==> config.mk <==
export PLATFORM = sky130hd
export DESIGN_NAME = muldiv_unit
export DESIGN_NICKNAME = d
export VERILOG_FILES = /design/src/rtl/muldiv_unit.sv
export SDC_FILE = /design/constraint.sdc
export NUM_CORES = 1
export LEC_CHECK = 0
export CAP_MARGIN = 30
export CORE_MARGIN = 1.5
export CORE_UTILIZATION = 62
export CTS_BUF_LIST = sky130_fd_sc_hd__clkbuf_2 sky130_fd_sc_hd__clkbuf_4 sky130_fd_sc_hd__clkbuf_8
export CTS_CLUSTER_DIAMETER = 150
export DETAILED_ROUTE_END_ITERATION = 7
export GPL_ROUTABILITY_DRIVEN = 0
export PLACE_DENSITY = 0.84
export SLEW_MARGIN = 20
export SYNTH_ARGS = -nofsm -noshare
export SYNTH_HDL_FRONTEND = slang
export SYNTH_SLANG_ARGS = --single-unit
==> constraint.sdc <==
create_clock -name i_clk -period 10.4 [get_ports i_clk]
set_input_delay 2.08 -clock i_clk [delete_from_list [all_inputs] [get_ports i_clk]]
set_output_delay 2.08 -clock i_clk [all_outputs]
set_load 0.02 [all_outputs]
==> src/rtl/muldiv_unit.sv <==
// Iterative RV32M multiply/divide unit: shift-add multiply, restoring divide,
// BITS_PER_CYCLE bits retired per CALC cycle, sign fix-up in a single FIX cycle.
module muldiv_unit #(
  parameter int XLEN           = 32,
  parameter int BITS_PER_CYCLE = 1
) (
  input  logic            i_clk,
  input  logic            i_rst,
  input  logic            i_start,
  input  logic [2:0]      i_op,
  input  logic [XLEN-1:0] i_a,
  input  logic [XLEN-1:0] i_b,
  input  logic            i_flush,
  output logic            o_busy,
  output logic            o_valid,
  output logic [XLEN-1:0] o_result
);

  localparam int N  = XLEN / BITS_PER_CYCLE;
  localparam int CW = $clog2(N + 1);
  localparam int BPC = BITS_PER_CYCLE;
  localparam logic [CW-1:0]   LAST = CW'(N - 1);
  localparam logic [XLEN-1:0] SMIN = {1'b1, {(XLEN-1){1'b0}}};

  if (!((BPC == 1) || (BPC == 2) || (BPC == 4)) || (XLEN % BPC != 0) ||
      (XLEN < 8) || (XLEN % 2 != 0)) begin : g_badParam
    $error("muldiv_unit: illegal XLEN/BITS_PER_CYCLE combination");
  end

  typedef enum logic [1:0] {S_IDLE, S_CALC, S_FIX, S_DONE} state_t;

  state_t          r_state;
  logic [2:0]      r_op;
  logic [CW-1:0]   r_cnt;
  logic            r_negRes;
  logic            r_negRem;
  logic [XLEN-1:0] r_hi;
  logic [XLEN-1:0] r_lo;
  logic [XLEN-1:0] r_b;
  logic [XLEN-1:0] r_result;
  logic            r_busy;
  logic            r_valid;

  logic            w_aSigned;
  logic            w_bSigned;
  logic            w_aNeg;
  logic            w_bNeg;
  logic [XLEN-1:0] w_aMag;
  logic [XLEN-1:0] w_bMag;
  logic            w_divZero;
  logic            w_ovf;
  logic            w_bypass;
  logic [XLEN-1:0] w_special;

  // Operand decode at the accepting edge: sign flags, magnitudes and the divide shortcuts.
  always_comb begin
    w_aSigned = (i_op == 3'd1) || (i_op == 3'd2) || (i_op == 3'd4) || (i_op == 3'd6);
    w_bSigned = (i_op == 3'd1) || (i_op == 3'd4) || (i_op == 3'd6);
    w_aNeg    = w_aSigned && i_a[XLEN-1];
    w_bNeg    = w_bSigned && i_b[XLEN-1];
    w_aMag    = w_aNeg ? -i_a : i_a;
    w_bMag    = w_bNeg ? -i_b : i_b;
    w_divZero = (i_b == '0);
    w_ovf     = (i_a == SMIN) && (i_b == '1) && !i_op[0];
    w_bypass  = i_op[2] && (w_divZero || w_ovf);
    if (w_divZero) w_special = i_op[1] ? i_a : '1;
    else           w_special = i_op[1] ? '0 : i_a;
  end

  logic [XLEN+BPC-1:0] w_addend;
  logic [XLEN+BPC-1:0] w_sum;
  logic [XLEN:0]       w_divRem;
  logic [XLEN:0]       w_divShift;
  logic [XLEN-1:0]     w_divQuo;

  // One CALC step: BPC multiplier bits of shift-add, or BPC unrolled restoring-divide steps.
  always_comb begin
    w_addend = '0;
    for (int j = 0; j < BPC; j++) begin
      if (r_lo[j]) w_addend = w_addend + ({{BPC{1'b0}}, r_b} << j);
    end
    w_sum = {{BPC{1'b0}}, r_hi} + w_addend;

    w_divRem   = {1'b0, r_hi};
    w_divQuo   = r_lo;
    w_divShift = '0;
    for (int k = 0; k < BPC; k++) begin
      w_divShift = {w_divRem[XLEN-1:0], w_divQuo[XLEN-1]};
      w_divQuo   = {w_divQuo[XLEN-2:0], 1'b0};
      if (w_divShift >= {1'b0, r_b}) begin
        w_divRem    = w_divShift - {1'b0, r_b};
        w_divQuo[0] = 1'b1;
      end else begin
        w_divRem    = w_divShift;
      end
    end
  end

  logic [2*XLEN-1:0] w_prodFix;
  logic [XLEN-1:0]   w_quoFix;
  logic [XLEN-1:0]   w_remFix;
  logic [XLEN-1:0]   w_fixResult;

  always_comb begin
    w_prodFix = r_negRes ? -{r_hi, r_lo} : {r_hi, r_lo};
    w_quoFix  = r_negRes ? -r_lo : r_lo;
    w_remFix  = r_negRem ? -r_hi : r_hi;
    case (r_op)
      3'd0:                 w_fixResult = w_prodFix[XLEN-1:0];
      3'd1, 3'd2, 3'd3:     w_fixResult = w_prodFix[2*XLEN-1:XLEN];
      3'd4, 3'd5:           w_fixResult = w_quoFix;
      default:              w_fixResult = w_remFix;
    endcase
  end

  // Control FSM; reset beats flush, flush beats everything else and leaves the result untouched.
  always_ff @(posedge i_clk) begin
    if (i_rst) begin
      r_state  <= S_IDLE;
      r_op     <= '0;
      r_cnt    <= '0;
      r_negRes <= 1'b0;
      r_negRem <= 1'b0;
      r_hi     <= '0;
      r_lo     <= '0;
      r_b      <= '0;
      r_result <= '0;
      r_busy   <= 1'b0;
      r_valid  <= 1'b0;
    end else if (i_flush) begin
      r_state <= S_IDLE;
      r_busy  <= 1'b0;
      r_valid <= 1'b0;
    end else begin
      case (r_state)
        S_IDLE, S_DONE: begin
          r_state <= S_IDLE;
          r_busy  <= 1'b0;
          r_valid <= 1'b0;
          if (i_start) begin
            r_op     <= i_op;
            r_negRes <= w_aNeg ^ w_bNeg;
            r_negRem <= w_aNeg;
            r_hi     <= '0;
            r_lo     <= w_aMag;
            r_b      <= w_bMag;
            r_cnt    <= '0;
            if (w_bypass) begin
              r_result <= w_special;
              r_valid  <= 1'b1;
              r_state  <= S_DONE;
            end else begin
              r_busy  <= 1'b1;
              r_state <= S_CALC;
            end
          end
        end
        S_CALC: begin
          if (r_op[2]) begin
            r_hi <= w_divRem[XLEN-1:0];
            r_lo <= w_divQuo;
          end else begin
            r_hi <= w_sum[XLEN+BPC-1:BPC];
            r_lo <= {w_sum[BPC-1:0], r_lo[XLEN-1:BPC]};
          end
          r_cnt <= r_cnt + CW'(1);
          if (r_cnt == LAST) r_state <= S_FIX;
        end
        S_FIX: begin
          r_result <= w_fixResult;
          r_busy   <= 1'b0;
          r_valid  <= 1'b1;
          r_state  <= S_DONE;
        end
        default: r_state <= S_IDLE;
      endcase
    end
  end

  assign o_busy   = r_busy;
  assign o_valid  = r_valid;
  assign o_result = r_result;

endmodule
# Yosys cells after proc, flatten, opt, wreduce, memory -nomap -nowiden

Index checks and enable logic that the tools add are counted.

$add $sub $neg: 8
Multipliers: 0
Divide/modulo/power cells: 0
Magnitude comparators: 1
Eq/ne operators: 18
Shift-type cells: 0
Mux-type cells: 33
Bitwise logic cells: 2
Reductions and logical operators: 24

Operators by type and width:

| kind                 | number |
|---|---|
| $mux 32              | 15 |
| $pmux 32 s2          | 3 |
| $neg 32->32          | 4 |
| $pmux 32 s3          | 1 |
| $eq 32x32->1 const B | 2 |
| $mux 64              | 1 |
| $neg 64->64          | 1 |
| $add 32x32->33       | 1 |
| $ge 33x32->1         | 1 |
| $logic_not 32->1     | 1 |
| $sub 32x32->32       | 1 |
| $eq 3x3->1 const B   | 4 |
| $pmux 6 s2           | 1 |
| $eq 3x2->1 const B   | 3 |
| $add 6x1->6 const B  | 1 |
| $eq 3x1->1 const B   | 2 |
| $eq 6x5->1 const B   | 1 |
| $logic_or 1x1->1     | 6 |
| $mux 2               | 3 |
| $mux 6               | 1 |
| $ne 2x2->1 const B   | 3 |
| $pmux 2 s3           | 1 |
| $reduce_and 3->1     | 2 |
| $reduce_or 2->1      | 3 |
| other kinds (13)     | 24 |

Bits in registers: 143
Latch bits: 0
Bits in writable memories: 0
Bits in read-only memories: 0
Input port bits: 71
Output and inout port bits: 34
Logic and storage cells: 97
Memories: 0

# Depth between registers and ports, before layout

Depth after elaboration: 8
Gate-level depth with buffers: 15

# Worst setup path after synthesis

No wires, ideal clock.

Path kind: input to register
From: input port i_a[8]
To: register r_result[22] (netlist: o_result[22])
Library setup time: 0.070 ns
Arrival time: 4.367 ns
Setup slack: 5.963 ns
Stages on the path: 9
Path buffers: 1
Cells stage by stage: or4_1 -> nor4_2 -> nand4_1 -> nor4_1 -> o21ai_2 -> o22a_1 -> buf_2 -> or3_1 -> a21oi_1

Longest elaborated chain between the ends: 7

RTL lines:

| item                              | line | text |
|---|---|---|
| start, declared                   | 11   | `input logic [XLEN-1:0] i_a,` |
| $eq 32x32->1                      | 64   | `w_ovf = (i_a == SMIN) && (i_b == '1) && !i_op[0];` |
| $logic_and 1x1->1 (2 in series)   | 64   |  |
| $logic_or 1x1->1                  | 65   | `w_bypass = i_op[2] && (w_divZero \|\| w_ovf);` |
| $logic_and 1x1->1                 | 65   |  |
| $ne 2x2->1 (no source line)       | --   |  |
| $reduce_and 4->1 (no source line) | --   |  |
| end signal, assigned              | 149  | `r_result <= w_special;` |
| end signal, assigned              | 170  | `r_result <= w_fixResult;` |
| end, declared                     | 40   | `logic [XLEN-1:0] r_result;` |

No other way between the ends.
A chain may end at the register's enable or synchronous reset.

# Worst setup path in the final report

From: input port i_b[0]
To: register r_result[22] (netlist: o_result[22])

Longest elaborated chain between the ends: 7
Elaborated cells on any way between the ends: 12
Classes of those cells: eq/ne (2); mux (4); reduce/logical (6)

RTL lines:

| item                              | line | text |
|---|---|---|
| start, declared                   | 12   | `input logic [XLEN-1:0] i_b,` |
| $eq 32x32->1                      | 64   |  |
| $logic_and 1x1->1 (2 in series)   | 64   |  |
| $logic_or 1x1->1                  | 65   |  |
| $logic_and 1x1->1                 | 65   |  |
| $ne 2x2->1 (no source line)       | --   |  |
| $reduce_and 4->1 (no source line) | --   |  |

Several ways; a longest one is shown, not always the timed one. The select of a mux whose other input is x is not followed.

==> results summary <==
The flow ran to the end, but the final reports show violations. The final reports fail on design-rule violations. The cell chosen for the clock root is clkbuf_8. The via density per instance came out at 6.92. In this run the mean area of a mapped cell was about 7.3 sq um. The number of storage elements in the synthesis netlist came out at 143. The hold violation total from the final report is 0. The number of DRC markers after the initial detailed-route iteration came out at approximately 2,300. Across all setup checks in the final design, the least slack found is slightly above 5000 ps.

The I/O pin count came out at between 100 and 150. The number of setup buffers added after CTS came out at 0. The number of routed nets with antenna violations came out at 0. For the worst flop-to-flop path, the logic depth is 11. The area of the core region came out at about 0.023 sq mm. The global-route wire length before repair is 76,600 microns. The number of gates given a new drive strength after cts is 0. The area of the mapped netlist is 0.0144 sq mm.

The relative contribution of the clock network to total power came out at roughly 31%. Once detailed placement completed, the half-perimeter wirelength came to 35,800 microns. IR analysis of the VDD net gives a maximum drop of 0.0813 mV. Cell internal power was estimated by the tool at 0.000977 W. The tightest hold path in the finished design has a slack of about 450 ps. The number of setup violations in the final report is 0. The startpoint identified for the worst register-to-register timing path is r_hi[10].

The endpoint class of the critical path is a flip-flop. The number of antenna diodes in the final layout is 0. The share of cells above drive strength 1 came out at under 10%. The relative area change from synthesis to final layout is 10.2%. The number of instances in the placed design came out at roughly 2,200. The actual transition at the worst max-transition pin is 960 ps.

The max capacitance violation total came out at 0. Sequential cells account for between 30% and 40% of the total power. The placed standard-cell area came out at 0.0154 sq mm. The top flip-flop cell by instance count after synthesis is dfxtp_1. The number of cells produced by synthesis came out at just under 2,000. The average wire per cell in the routed design came out at ~21 microns. The final sum of negative setup slack is 0 ps. The die extent in y is between 150 and 200 microns.

The residual overflow from global routing came out at 0. The reg-to-reg critical path endpoint is r_hi[27]. The number of buffers inserted for hold repair after clock tree synthesis is 0.

The data arrival time of the worst path is approximately 5700 ps. The share of the Yosys chip area taken by registers is between 10% and 20%. The H-tree generated during clock tree synthesis spans 4 levels. The worst setup path is of the in -> reg kind.

The startpoint type of the worst setup path is an input port. The number of port buffers is 104. The path class of the lowest-slack min-delay path is reg -> reg. The required time of the worst setup path is between 10,000 and 15,000 ps. Wires add up to between 40,000 and 50,000 microns. For this run, asynchronously set or reset flops after synthesis account for 0%. The total count of max-transition violations in the final report came out at 0.

The die footprint came out at approximately 0.024 sq mm. The switching power summed over all nets is 0.000587 W. The post-detailed-route DRC marker count is 9. The final net count came out at between 2,000 and 2,500. The path with the worst hold slack has its endpoint at o_result[11]. Setup repair after global routing left no endpoint under its margin.

The area of all placed cells without fillers is 0.0159 sq mm. The minimum clock period is 5270 ps. The aggregate global-route resource usage is between 30% and 40%. The number of standard-cell rows in the floorplan is 55. The count of distinct cell types in the synthesized netlist came out at 90. Along the worst path, the maximum fanout reaches 39. The count of vias placed by the detailed router is 15,800. The clock edge transition at the registers on the reported setup and hold paths is roughly 90 ps. The number of synthesized flops with an enable pin is 0. The relative max-transition margin came out at ~36%. TritonCTS built the clock tree.

The final cycle utilization of the critical path is 50.7%. The relative contribution of combinational cells to total power is between 30 and 40%. The number of search-and-repair iterations in the first detailed-routing pass came out at 8.

The number of global-route vias before repair came out at around 14,000. The maximum clock frequency is 0.190 GHz. The minimum setup slack among reg-to-reg paths came out at ~6000 ps.

During synthesis, Yosys emitted a total of 0 warnings. The worst slack at placement is around 4700 ps. For this configuration, the core starts out at a cell density of 63.4%. The count of placed standard cells in the final layout, fillers left out came out at approximately 2,300. The clock network latency to the later pin of the worst-skew pair came out at approximately 470 ps. The horizontal die dimension came out at 155 microns.

Entering global routing, the biggest net connects around 70 pins. The count of cells along the worst hold path came out at 2. Across the routed clock network, the largest skew measured is 19.0 ps. The worst hold path begins at o_result[11]. The clock net sink count came out at about 140. In this run switching power makes up 37.5% of total power. The clock tree buffer depth is 2. The number of antenna violations at the first check in global routing is 2. The power density normalized to cell area came out at 98.6 mW/mm^2. When the netlist entered floorplanning its net count stood at ~2,100. The standby leakage power is ~6 nW. Counting the buffers created by CTS gives 17.
[power by group through the flow]
stage	Clock (W)	Combinational, W	Sequential [W]
after floorplan	0	0.000330	0.000596
after global placement	0	0.000447	0.000612
after CTS	0.000479	0.000461	0.000601
final	0.000480	0.000480	0.000604
after global routing	0.000503	0.000514	0.000605
after detailed placement	0	0.000458	0.000614
[routing by layer]
metal,part of all wire [%],track usage [%],wire [microns],vias up
met5,0.033,0,16,-
met4,4.8,17.3,2330,2
met3,14,11.9,6630,194
met2,41,57.8,20200,1071
met1,40,54.2,19700,7261
li1,-,-,-,7258
[cell usage in the layout, fill, tap and decap left out, types with 6 or more instances in the layout]
cell and count:
o31ai_1 27, o211ai_1 39, a31oi_1 18, o21a_1 10, o221ai_1 35, clkdlybuf4s50_1 103
nor2_1 198, or2_2 13, buf_4 20, a31o_2 6, a211oi_1 50, dfxtp_1 142
a21oi_1 180, xnor2_1 90, xor2_1 80, clkbuf_8 18, or4_1 18, a22oi_1 23
o21ai_0 122, a21o_1 26, o41ai_1 11, nor3_1 40, nor4_1 17, a311oi_1 6
and3_1 8, nand4_1 31, nand2b_1 18, nand3_1 26, nor2b_1 8, nand2_1 213
ha_1 71, or3_1 21, o22ai_1 8, mux2i_1 63, inv_1 69, maj3_1 30
[per-stage QoR]
step / total power [W] / util (%)
after floorplan: 0.000926 / -
after global placement: 0.00106 / 67.7
after detailed placement: 0.00107 / 67.9
after CTS: 0.00154 / 69.7
after global routing: 0.00162 / 69.9
final: 0.00156 / 69.9
[worst max-delay path, stage by stage]
cell and delay [ps]:
clkdlybuf4s50_1 470, inv_1 80, ha_1 170, nand2b_1 130, nor4_2 450, nand4_1 360
nor4_4 310, buf_4 430, o21ai_2 150, o22a_1 190, buf_4 260, or3_1 420
a21oi_1 140
[how the worst max path moves through the flow]
stage	from	to	slack [ps]	cells after the start
after floorplan	i_a[8]	o_result[22]	5960	9
after global placement	i_b[0]	o_result[9]	4840	13
after detailed placement	i_b[0]	o_result[22]	4720	13
after CTS	i_b[0]	o_result[22]	5190	13
after global routing	i_b[0]	o_result[22]	4990	13
final	i_b[0]	o_result[22]	5130	13
[cells in the mapped netlist, types with 9 or more instances]
library cell  count  area share, %
inv_1            69            1.8
a22oi_1          23            1.2
nand2_1         213            5.6
o31ai_1          27            1.4
nor2_1          201            5.2
nand2b_1         18           0.78
nor4_1           17           0.74
xnor2_1          90            5.5
a21o_1           26            1.4
or2_2            13           0.56
buf_2             9           0.31
o21a_1           10           0.52
maj3_1           30            2.1
o221ai_1         35            2.1
or3_1            21           0.91
a31oi_1          18           0.78
xor2_1           80            4.9
nand4_1          31            1.3
dfxtp_1         143             20
clkbuf_1        127            3.3
nor3_1           41            1.4
o41ai_1          11           0.67
or4_1            18           0.94
nand3_1          26           0.90
a21oi_1         181            6.3
mux2i_1          63            4.4
o21ai_0         122            4.2
a211oi_1         50            2.6
o211ai_1         39            2.0
ha_1             73            6.3
[layout make-up]
type	count	area [sq um]
clock buffer	19	255
clock inverter	13	151
fill	1858	6840
inverter	70	263
multi-input combinational	1623	10700
sequential	143	2860
tap	285	357
timing repair buffer	127	1260
[flip-flops by register name, summed over array words and instances (netlist names)]
name / count
r_state: 2
o_result: 32
o_busy: 1
r_negRes: 1
r_hi: 32
r_cnt: 6
r_lo: 32
r_negRem: 1
r_b: 32
o_valid: 1
r_op: 3
[cells by family (layout without fill, tap and decap cells)]
logic type                 Yosys count  after routing  synth area share, %
and+or+nand+nor                    658            658                 22.3
AOI/OAI and AO/OA                  622            622                 28.1
buffers and inverters              217            229                 5.91
xor gates and xnor gates           170            170                 10.3
DFF                                143            143                 19.9
adders and majority gates          105            105                 8.71
muxes                               68             68                 4.77
Power figures use the tool's default switching activity.
